### src/rtl/audio_pkg.sv
// Shared types and constants for the codec DAC transmit path.
package audio_pkg;

  localparam int AUDIO_W     = 16;
  localparam int SYNC_STAGES = 2;

  typedef enum logic [1:0] {
    IDLE,
    DELAY,
    SHIFT,
    PAD
  } dac_tx_state_t;

endpackage

### src/rtl/dstream.sv
// Sample stream handshake: a word moves on every clk edge where valid && ready are both high;
// the master holds data/valid stable until that edge, and ready may depend only on sink state.
interface dstream #(
  parameter int N = 16
);

  logic [N-1:0] data;
  logic         valid;
  logic         ready;

  modport master (output data, output valid, input ready);
  modport slave  (input data, input valid, output ready);

endinterface

### src/rtl/sync_edge.sv
// Multi-flop synchroniser for a slow codec-driven signal, with registered rise/fall strobes.
module sync_edge
  import audio_pkg::*;
(
  input  logic clk,
  input  logic rst,
  input  logic d,
  output logic rise,
  output logic fall
);

  logic [SYNC_STAGES-1:0] sync_q, sync_d;
  logic                   last_q, last_d;
  logic                   rise_q, rise_d;
  logic                   fall_q, fall_d;

  always_comb begin
    sync_d = {sync_q[SYNC_STAGES-2:0], d};
    last_d = sync_q[SYNC_STAGES-1];
    rise_d = sync_q[SYNC_STAGES-1] & ~last_q;
    fall_d = ~sync_q[SYNC_STAGES-1] & last_q;
  end

  always_ff @(posedge clk or posedge rst) begin
    if (rst) begin
      sync_q <= '0;
      last_q <= 1'b0;
      rise_q <= 1'b0;
      fall_q <= 1'b0;
    end else begin
      sync_q <= sync_d;
      last_q <= last_d;
      rise_q <= rise_d;
      fall_q <= fall_d;
    end
  end

  assign rise = rise_q;
  assign fall = fall_q;

endmodule

### src/rtl/audio_codec_dac_tx.sv
// I2S serialiser for the WM8731 DAC: one mono sample per LRC frame, sent on both channels,
// with the codec supplying BCLK and DACLRCK.
module audio_codec_dac_tx
  import audio_pkg::*;
#(
  parameter int N           = AUDIO_W,
  parameter int BITS_PER_CH = 16
) (
  input  logic          clk,
  input  logic          rst,
  input  logic          bclk,
  input  logic          daclrc,
  dstream.slave         audio_in,
  output logic          dacdat,
  output logic          underflow,
  output dac_tx_state_t dbg_state
);

  localparam int CNT_W = (BITS_PER_CH > 1) ? $clog2(BITS_PER_CH) : 1;

  logic bclk_fall, bclk_rise_unused, lrc_rise, lrc_fall, lrc_edge, accept;

  dac_tx_state_t state_q, state_d;
  logic [N-1:0]  hold_q, hold_d, frame_q, frame_d, shift_q, shift_d;
  logic          hold_full_q, hold_full_d, ready_q, ready_d, dacdat_q, dacdat_d;
  logic [CNT_W-1:0] bitcnt_q, bitcnt_d;

  sync_edge u_bclk_sync (.clk(clk), .rst(rst), .d(bclk),   .rise(bclk_rise_unused), .fall(bclk_fall));
  sync_edge u_lrc_sync  (.clk(clk), .rst(rst), .d(daclrc), .rise(lrc_rise),         .fall(lrc_fall));

  assign lrc_edge = lrc_fall | lrc_rise;
  assign accept   = audio_in.valid & ready_q;

  always_comb begin
    hold_d      = hold_q;
    hold_full_d = hold_full_q;
    frame_d     = frame_q;
    shift_d     = shift_q;
    state_d     = state_q;
    bitcnt_d    = bitcnt_q;
    dacdat_d    = dacdat_q;

    // Load uses the value held before this edge; a same-cycle accept refills the holding register.
    if (lrc_fall && hold_full_q) begin
      frame_d     = hold_q;
      hold_full_d = 1'b0;
    end
    if (accept) begin
      hold_d      = audio_in.data;
      hold_full_d = 1'b1;
    end
    ready_d = ~hold_full_d;

    case (state_q)
      IDLE: begin
        dacdat_d = 1'b0;
        if (lrc_fall) state_d = DELAY;
      end
      DELAY: begin
        if (bclk_fall) begin
          dacdat_d = frame_q[N-1];
          shift_d  = frame_q << 1;
          bitcnt_d = CNT_W'(N - 1);
          state_d  = SHIFT;
        end
      end
      SHIFT: begin
        if (bclk_fall) begin
          if (bitcnt_q == '0) begin
            dacdat_d = 1'b0;
            state_d  = PAD;
          end else begin
            dacdat_d = shift_q[N-1];
            shift_d  = shift_q << 1;
            bitcnt_d = bitcnt_q - CNT_W'(1);
          end
        end
      end
      PAD: dacdat_d = 1'b0;
      default: state_d = IDLE;
    endcase

    // The codec owns frame timing: any LRC edge restarts the slot, and its BCLK edge carries no data.
    if (state_q != IDLE && lrc_edge) begin
      state_d  = DELAY;
      dacdat_d = 1'b0;
    end
  end

  always_ff @(posedge clk or posedge rst) begin
    if (rst) begin
      state_q     <= IDLE;
      hold_q      <= '0;
      hold_full_q <= 1'b0;
      frame_q     <= '0;
      shift_q     <= '0;
      bitcnt_q    <= '0;
      ready_q     <= 1'b0;
      dacdat_q    <= 1'b0;
    end else begin
      state_q     <= state_d;
      hold_q      <= hold_d;
      hold_full_q <= hold_full_d;
      frame_q     <= frame_d;
      shift_q     <= shift_d;
      bitcnt_q    <= bitcnt_d;
      ready_q     <= ready_d;
      dacdat_q    <= dacdat_d;
    end
  end

  assign audio_in.ready = ready_q;
  assign dacdat         = dacdat_q;
  assign underflow      = lrc_fall & ~hold_full_q;
  assign dbg_state      = state_q;

endmodule

### src/flat_wrapper.sv
// flat-port wrapper written by rule: the top's interface ports become plain ports
module audio_codec_dac_tx_flat import audio_pkg::*;
#(
  parameter int N           = AUDIO_W,
  parameter int BITS_PER_CH = 16
)
  (clk, rst, bclk, daclrc, dacdat, underflow, dbg_state, audio_in_data, audio_in_valid, audio_in_ready);
  dstream #(.N(N)) audio_in_i ();
  input  logic clk;
  input  logic rst;
  input  logic bclk;
  input  logic daclrc;
  output logic dacdat;
  output logic underflow;
  output dac_tx_state_t dbg_state;
  input wire logic [$bits(audio_in_i.data)-1:0] audio_in_data;
  input wire logic [$bits(audio_in_i.valid)-1:0] audio_in_valid;
  output wire logic [$bits(audio_in_i.ready)-1:0] audio_in_ready;
  assign audio_in_i.data = audio_in_data;
  assign audio_in_i.valid = audio_in_valid;
  assign audio_in_ready = audio_in_i.ready;
  audio_codec_dac_tx #(.N(N), .BITS_PER_CH(BITS_PER_CH)) u_core (.clk(clk), .rst(rst), .bclk(bclk), .daclrc(daclrc), .audio_in(audio_in_i), .dacdat(dacdat), .underflow(underflow), .dbg_state(dbg_state));
endmodule
### config.mk
export PLATFORM = sky130hd
export DESIGN_NAME = audio_codec_dac_tx_flat
export DESIGN_NICKNAME = d
export VERILOG_FILES = /design/src/rtl/audio_pkg.sv /design/src/rtl/dstream.sv /design/src/rtl/sync_edge.sv /design/src/rtl/audio_codec_dac_tx.sv /design/src/flat_wrapper.sv
export SDC_FILE = /design/constraint.sdc
export NUM_CORES = 1
export LEC_CHECK = 0
export CORE_MARGIN = 5
export CORE_UTILIZATION = 55
export CTS_CLUSTER_SIZE = 28
export DETAILED_ROUTE_END_ITERATION = 10
export HOLD_SLACK_MARGIN = 0.12
export PLACE_DENSITY_LB_ADDON = 0.12
export SYNTH_ARGS = -nofsm -noshare
export SYNTH_HDL_FRONTEND = slang
export SYNTH_SLANG_ARGS = --single-unit
### constraint.sdc
create_clock -name clk -period 4.8 [get_ports clk]
set_input_delay 0.96 -clock clk [delete_from_list [all_inputs] [get_ports clk]]
set_output_delay 0.96 -clock clk [all_outputs]
set_load 0.02 [all_outputs]
==> results of run 1 <==
[metal layers]
| metal | wire (um) | vias to the layer above | share of wire |
|---|---|---|---|
| met5 | 0 | - | 0 |
| met2 | 2200 | 25 | 0.49 |
| met3 | 175 | 8 | 0.039 |
| met4 | 100 | 0 | 0.022 |
| met1 | 2030 | 794 | 0.45 |
| li1 | - | 758 | - |
[registers in the layout, indices dropped and copies added, names as in the netlist, 2 cells and up]
name                       flops
u_core.frame_q                16
u_core.bitcnt_q                4
u_core.hold_q                 16
u_core.dbg_state               2
u_core.shift_q                15
u_core.u_bclk_sync.sync_q      2
u_core.u_lrc_sync.sync_q       2
[cells in the final DEF, fill, tap and decap left out, types with 2 or more instances in the layout]
master and instances:
sky130_fd_sc_hd__mux2i_1 14, sky130_fd_sc_hd__clkinv_2 2, sky130_fd_sc_hd__ha_1 5, sky130_fd_sc_hd__nor2b_1 4, sky130_fd_sc_hd__o21ai_0 6, sky130_fd_sc_hd__clkbuf_1 2
sky130_fd_sc_hd__dfrtp_1 65, sky130_fd_sc_hd__inv_1 8, sky130_fd_sc_hd__nor2_1 19, sky130_fd_sc_hd__o21ai_1 2, sky130_fd_sc_hd__o21bai_1 2, sky130_fd_sc_hd__nand2_1 7
sky130_fd_sc_hd__clkbuf_8 10, sky130_fd_sc_hd__mux2_2 32, sky130_fd_sc_hd__clkdlybuf4s50_1 25, sky130_fd_sc_hd__a21oi_1 14
[worst max-delay path by stage]
stage	from	to	slack (ns)	depth (start not counted)
2_1_floorplan	rst	u_core.audio_in.ready	2.21	1
3_3_place_gp	u_core.dbg_state[0]	u_core.bitcnt_q[2]	1.77	6
3_5_place_dp	u_core.dbg_state[0]	u_core.bitcnt_q[2]	1.50	6
4_1_cts	u_core.dbg_state[0]	u_core.bitcnt_q[2]	1.48	6
5_1_grt	u_core.dbg_state[0]	u_core.bitcnt_q[2]	1.16	6
6_report	u_core.dbg_state[0]	u_core.bitcnt_q[2]	1.48	6
[stage by stage]
| step | worst slack (ns) | hold WS (ns) | utilization |
|---|---|---|---|
| 2_1_floorplan | 2.21 | 0.331 | - |
| 3_3_place_gp | 1.77 | 0.333 | 0.626 |
| 3_5_place_dp | 1.50 | 0.335 | 0.626 |
| 4_1_cts | 1.48 | 0.349 | 0.661 |
| 5_1_grt | 1.16 | 0.359 | 0.661 |
| 6_report | 1.48 | 0.349 | 0.661 |
[cells in the mapped netlist]
cell / count
sky130_fd_sc_hd__a22oi_1: 1
sky130_fd_sc_hd__o21ai_1: 2
sky130_fd_sc_hd__or2_2: 1
sky130_fd_sc_hd__a31oi_1: 1
sky130_fd_sc_hd__mux2_2: 32
sky130_fd_sc_hd__a32o_1: 1
sky130_fd_sc_hd__o21ai_0: 6
sky130_fd_sc_hd__ha_1: 5
sky130_fd_sc_hd__nand3_1: 1
sky130_fd_sc_hd__nor3b_4: 1
sky130_fd_sc_hd__o21a_1: 1
sky130_fd_sc_hd__o21bai_1: 2
sky130_fd_sc_hd__nor3_1: 1
sky130_fd_sc_hd__nand3b_1: 1
sky130_fd_sc_hd__o211ai_1: 1
sky130_fd_sc_hd__nor2_1: 19
sky130_fd_sc_hd__inv_1: 9
sky130_fd_sc_hd__a32oi_1: 1
sky130_fd_sc_hd__and2_1: 1
sky130_fd_sc_hd__a21oi_2: 1
sky130_fd_sc_hd__a211oi_2: 1
sky130_fd_sc_hd__dfrtp_1: 65
sky130_fd_sc_hd__or3_1: 1
sky130_fd_sc_hd__nor2b_1: 4
sky130_fd_sc_hd__buf_4: 2
sky130_fd_sc_hd__buf_2: 6
sky130_fd_sc_hd__o2bb2ai_1: 1
sky130_fd_sc_hd__a21oi_1: 14
sky130_fd_sc_hd__nand2_1: 7
sky130_fd_sc_hd__xnor2_1: 1
sky130_fd_sc_hd__mux2i_1: 14
[logic make-up after synthesis]
group | Yosys count | share of synthesized area
flops | 65 | 0.612
compound gates | 33 | 0.0763
buf+inv | 17 | 0.0297
simple gates | 37 | 0.0669
xor+xnor | 1 | 0.00330
fa+ha+maj | 5 | 0.0235
mux | 46 | 0.188
[where the power goes]
group          leakage [nW]  total (W)  internal [W]  switching [W]
Sequential            0.749   0.000880      0.000757       0.000124
Combinational         0.494   0.000469      0.000250       0.000219
Clock                0.0822   0.000384      0.000197       0.000187
Total                  1.33    0.00173       0.00120       0.000530
[final cells by class]
class                   instances  share of cell area
flip-flops and latches         65               0.525
multi-input cells             122               0.307
repair buffers                 26              0.0831
clock buffers                  12              0.0468
well taps                      54              0.0218
inverters                       9              0.0109
clock inverters                 3             0.00565
==> metrics.log, run 1 <==
[metrics] run status: completed
[metrics] origin of the critical flop-to-flop path: u_core.dbg_state[0]
[metrics] CP delay by family, top: compound AO/OA/AOI/OAI gates
[metrics] aggregate negative setup slack: 0 ns
[metrics] number of antenna-violating nets in the routed design: 0
[metrics] global-route met2 utilization: 0.260
[metrics] worst slew margin relative to its limit: 0.178
[metrics] Detailed Route Iter0 Violations: 44
[metrics] final number of setup-violating endpoints: 0
[metrics] count of max-cap constraint violations: 0
[metrics] crit path launch type: flip-flop
[metrics] root buffer cell: sky130_fd_sc_hd__clkbuf_8
[metrics] Peak supply drop: 0.000365 V
[metrics] power density normalized to cell area: 559 nW/um^2
[metrics] number of buffers and inverters on the critical path: 1
[metrics] cell count after synthesis: 204
[metrics] top post-synthesis cells by area: sky130_fd_sc_hd__dfrtp_1 (61%), sky130_fd_sc_hd__mux2_2 (14%), sky130_fd_sc_hd__mux2i_1 (5.3%)
[metrics] Worst Tran Pin Value: 1.23 ns
[metrics] std cell rows: 25
[metrics] post-route DRC violation count: 0
[metrics] kind of critical path: flip-flop to flip-flop
[metrics] RSZ-0062 raised after global routing: false
[metrics] Ys Warns: 0
[metrics] number of optimization iterations in the first detailed-route pass: 4
[metrics] final max-slew violation count: 0
[metrics] largest net degree at the start of global routing: 41
[metrics] placed cell count: 276
[metrics] FF-to-FF End: u_core.bitcnt_q[2]
[metrics] quantity of hold-fixing buffers added after cts: 0
[metrics] total CTS buffers: 9
[metrics] CTS sink cnt: 65
[metrics] post-route standard cell area excluding fillers: 3100 um^2
[metrics] initial cell density of the core: 0.566
[metrics] vias: 1,585
[metrics] CTS max path bufs: 2
[metrics] fraction of layout instances using a drive strength above 1: 0.215
[metrics] cell area after technology mapping: 2660 um^2
[metrics] met1 track demand over resource in global routing: 0.194
[metrics] area added between synthesis and finish: 16.7%
[metrics] fin nets: 259
[metrics] Synth Area per Inst: 13.0 um^2
[metrics] clock skew: 0.00630 ns
[metrics] DRT Wirelength: 4500 um
[metrics] vias in the first global route: 1,662
[metrics] final worst path period need: 3.32 ns
[metrics] clock insertion delay at the later pin of the skew report: 0.33 ns
[metrics] maximum frequency from static timing analysis: 0.301 GHz
[metrics] peak fanout along the critical path: 32
[metrics] critical-path cell list: inv_1 -> ha_1 -> o21ai_1 -> a21oi_2 -> o21ai_0 -> o21ai_0
[metrics] number of resized instances in the post-cts repair step: 0
[metrics] share of Yosys cell area claimed by the top area cell type: 0.612
[metrics] H-tree level count: 3
[metrics] crit path DAT: 3.56 ns
[metrics] endpoint type of the worst setup path: flip-flop
[metrics] global-route usage over all layers: 0.161
[metrics] TritonCTS clock tree: yes
[metrics] R2R depth: 6
[metrics] cell type contributing the most total cell area after synthesis: sky130_fd_sc_hd__dfrtp_1
[metrics] footprint of the flip-flops and latches: 1630 um^2
[metrics] leakage: 1.33 nW
[metrics] Die H: 79.5 um
[metrics] die area: 6320 um^2
[metrics] Hold Vio Cnt, Final: 0
[metrics] post-synth cell types: 31
[metrics] via density per instance: 5.45
[metrics] launch point of the worst hold path: u_core.u_bclk_sync.sync_q[0]
[metrics] DP Wirelength: 3160 um
[metrics] fill cell instance count of the final layout: 341
[metrics] number of top-level design ports: 26
[metrics] delay of the slowest cell on the worst path: 0.97 ns
[metrics] postcts setup bufs: 0
[metrics] syn_nets: 230
[metrics] global-route wire length before repair: 7560 um
[metrics] most crowded layer after global routing: met2
[metrics] # port buffers: 25
[metrics] flop2flop setup slack: 1.48 ns
[metrics] Antenna diodes: 0
[metrics] cell repeated most along the worst path: sky130_fd_sc_hd__o21ai_0
[metrics] Placed Area: 2940 um^2
[metrics] path type of the worst min-delay path: flip-flop to flip-flop
[metrics] hold-critical path endpoint: u_core.u_bclk_sync.sync_q[1]
[metrics] Critical-path top delay cell: sky130_fd_sc_hd__ha_1
[metrics] number of cells in the finished layout apart from fillers: 291
[metrics] total area of multi-input combinational cells: 952 um^2
[metrics] core area: 4690 um^2
[metrics] crit share post-route: 0.691
[metrics] depth of the worst hold-timing path: 0
[metrics] clock-pin slew of the registers on the worst-case setup and hold paths: 0.06 ns
[metrics] Chip Width: 79.5 um
[metrics] routed len/inst: 15.5 um
[metrics] sequential area share after synthesis: 0.612
[metrics] power consumption: 0.00173 W
[metrics] WP data required: 5.04 ns
[metrics] remaining global-route overflow: 0
[metrics] last weighted congestion value of the routability-driven placer: 0.750
[metrics] antenna violations before repair: 0
[metrics] met3 routing resource usage after global routing: 0.0429
[metrics] post-synthesis register bit count: 65
Note: power is estimated with default switching activity, not from simulation.
==> run 2, diff against run 1 <==
- clock period: 4.8 -> 3.1 ns (I/O delays scaled with it)
==> run 2 against run 1 <==
Cell count is 1.4% higher. Non-clock buffer count is 3 higher. Combinational power up 57%. Clock power is 51% higher. Critical path type unchanged. Clock-buffer cell count is the same. Largest cell class unchanged.
==> metrics.log, run 2 (synthesized netlist as in run 1, its figures left out) <==
[metrics] run status: completed
[metrics] clock skew: 0.00688 ns
[metrics] cell repeated most along the worst path: sky130_fd_sc_hd__buf_4
[metrics] launch point of the worst hold path: u_core.u_bclk_sync.sync_q[0]
[metrics] Worst Tran Pin Value: 0.740 ns
[metrics] depth of the worst hold-timing path: 0
[metrics] Placed Area: 2970 um^2
[metrics] internal power of the cells: 0.00185 W
[metrics] last weighted congestion value of the routability-driven placer: 0.812
[metrics] TritonCTS clock tree: yes
[metrics] clock-pin slew of the registers on the worst-case setup and hold paths: 0.06 ns
[metrics] postcts setup bufs: 0
[metrics] critical-path cell list: inv_1 -> ha_1 -> buf_4 -> o21ai_1 -> a21oi_2 -> buf_4 -> nor2_1 -> a21oi_1
[metrics] commonest non-fill, non-tap cells in the layout: sky130_fd_sc_hd__dfrtp_1 (65), sky130_fd_sc_hd__mux2_2 (32), sky130_fd_sc_hd__clkdlybuf4s50_1 (25), sky130_fd_sc_hd__nor2_1 (19)
[metrics] crit path launch type: flip-flop
[metrics] fin nets: 262
[metrics] total CTS buffers: 9
[metrics] number of antenna-violating nets in the routed design: 0
[metrics] hold-critical path endpoint: u_core.u_bclk_sync.sync_q[1]
[metrics] routed len/inst: 14.8 um
[metrics] clock insertion delay at the later pin of the skew report: 0.32 ns
[metrics] kind of critical path: flip-flop to flip-flop
[metrics] Peak supply drop: 0.000507 V
[metrics] fraction of layout instances using a drive strength above 1: 0.224
[metrics] Detailed Route Iter0 Violations: 65
[metrics] fill cell instance count of the final layout: 359
[metrics] final worst hold slack: 0.354 ns
[metrics] Crit. Startpoint: u_core.dbg_state[0]
[metrics] FF-to-FF End: u_core.shift_q[2]
[metrics] # port buffers: 25
[metrics] std cell rows: 25
[metrics] largest net degree at the start of global routing: 48
[metrics] count of max-cap constraint violations: 0
[metrics] global-route wire length before repair: 7760 um
[metrics] DP Wirelength: 3100 um
[metrics] post-route DRC violation count: 0
[metrics] crit path DAT: 2.42 ns
[metrics] via density per instance: 5.44
[metrics] Critical-path top delay cell: sky130_fd_sc_hd__a21oi_2
[metrics] RSZ-0062 raised after global routing: false
[metrics] number of resized instances in the post-cts repair step: 0
[metrics] Antenna diodes: 0
[metrics] WP data required: 3.34 ns
[metrics] antenna violations before repair: 0
[metrics] placed cell count: 279
[metrics] area added between synthesis and finish: 17.7%
[metrics] Die H: 79.5 um
[metrics] flop2flop setup slack: 0.92 ns
[metrics] fraction of power consumed by the clock network: 0.217
[metrics] sequential power share: 0.507
[metrics] R2R depth: 8
[metrics] power density normalized to cell area: 852 nW/um^2
[metrics] leakage: 1.35 nW
[metrics] number of cells in the finished layout apart from fillers: 295
[metrics] biggest registers after layout: u_core.frame_q x16, u_core.hold_q x16, u_core.shift_q x15
[metrics] remaining global-route overflow: 0
[metrics] initial cell density of the core: 0.566
[metrics] path type of the worst min-delay path: flip-flop to flip-flop
[metrics] Chip Width: 79.5 um
[metrics] vias: 1,605
[metrics] delay of the slowest cell on the worst path: 0.48 ns
[metrics] peak fanout along the critical path: 17
[metrics] net switching power figure: 0.000815 W
[metrics] final number of setup-violating endpoints: 0
[metrics] CTS max path bufs: 2
[metrics] number of optimization iterations in the first detailed-route pass: 4
[metrics] global-route usage over all layers: 0.159
[metrics] net switching share of the total power: 0.306
[metrics] maximum frequency from static timing analysis: 0.459 GHz
[metrics] Gate power share: 0.276
[metrics] vias in the first global route: 1,649
[metrics] crit share post-route: 0.703
[metrics] final worst path period need: 2.18 ns
[metrics] post-route standard cell area excluding fillers: 3130 um^2
[metrics] root buffer cell: sky130_fd_sc_hd__clkbuf_8
[metrics] commonest non-fill, non-tap cell in the layout: sky130_fd_sc_hd__dfrtp_1
[metrics] worst slew margin relative to its limit: 0.505
[metrics] origin of the critical flop-to-flop path: u_core.dbg_state[0]
[metrics] DRT Wirelength: 4370 um
[metrics] aggregate negative setup slack: 0 ns
[metrics] core area: 4690 um^2
[metrics] die area: 6320 um^2
[metrics] final max-slew violation count: 0
[metrics] endpoint type of the worst setup path: flip-flop
[metrics] H-tree level count: 3
[metrics] Hold Vio Cnt, Final: 0
[metrics] CTS sink cnt: 65
[metrics] number of top-level design ports: 26
[metrics] quantity of hold-fixing buffers added after cts: 0
run 2: cell count changes in the layout (fill, tap and decap cells not counted), sizes merged:
| cell | change |
|---|---|
| clkinv | +2 |
| buf | +3 |
| clkinvlp | -1 |
run 2: through the flow:
step / utilization / total power, W / setup slack, ns
2_1_floorplan: - / 0.00188 / 0.854
3_3_place_gp: 0.634 / 0.00205 / 0.995
3_5_place_dp: 0.634 / 0.00211 / 0.953
4_1_cts: 0.667 / 0.00269 / 0.917
5_1_grt: 0.667 / 0.00287 / 0.722
6_report: 0.667 / 0.00267 / 0.920
run 2: power by group through the flow:
stage | clock network, W | registers (W) | logic (W)
5_1_grt | 0.000645 | 0.00139 | 0.000828
3_5_place_dp | 0 | 0.00137 | 0.000745
6_report | 0.000579 | 0.00135 | 0.000736
2_1_floorplan | 0 | 0.00133 | 0.000554
4_1_cts | 0.000592 | 0.00135 | 0.000748
3_3_place_gp | 0 | 0.00135 | 0.000697
run 2: area by class of cell:
cell class | instances | area (um^2) | area share
repair buffers | 29 | 293 | 0.0936
multi-input cells | 122 | 952 | 0.304
clock inverters | 4 | 20.0 | 0.00640
well taps | 54 | 67.6 | 0.0216
clock buffers | 12 | 135 | 0.0432
flip-flops and latches | 65 | 1630 | 0.520
inverters | 9 | 33.8 | 0.0108
run 2: routing by layer:
layer,vias to the layer above,GRT usage,wire length (um)
met5,-,0,0
met4,0,0.0859,89
met3,7,0.0350,165
met2,30,0.254,2150
met1,798,0.201,1960
li1,770,-,-
run 2: worst max path at each step:
stage | to | slack (ns)
global placement | u_core.hold_q[5] | 1.0
floorplan | u_core.audio_in.ready | 0.85
CTS | underflow | 0.92
finish | u_core.shift_q[2] | 0.92
detailed placement | u_core.shift_q[2] | 0.95
global route | u_core.shift_q[2] | 0.72
run 2: critical path, delay by kind of cell, from the launching register on:
| family | cells | cell delay [ns] |
|---|---|---|
| buf+inv | 3 | 0.68 |
| compound gates | 3 | 0.76 |
| fa+ha+maj | 1 | 0.19 |
| flops | 1 | 0.42 |
| simple gates | 1 | 0.06 |
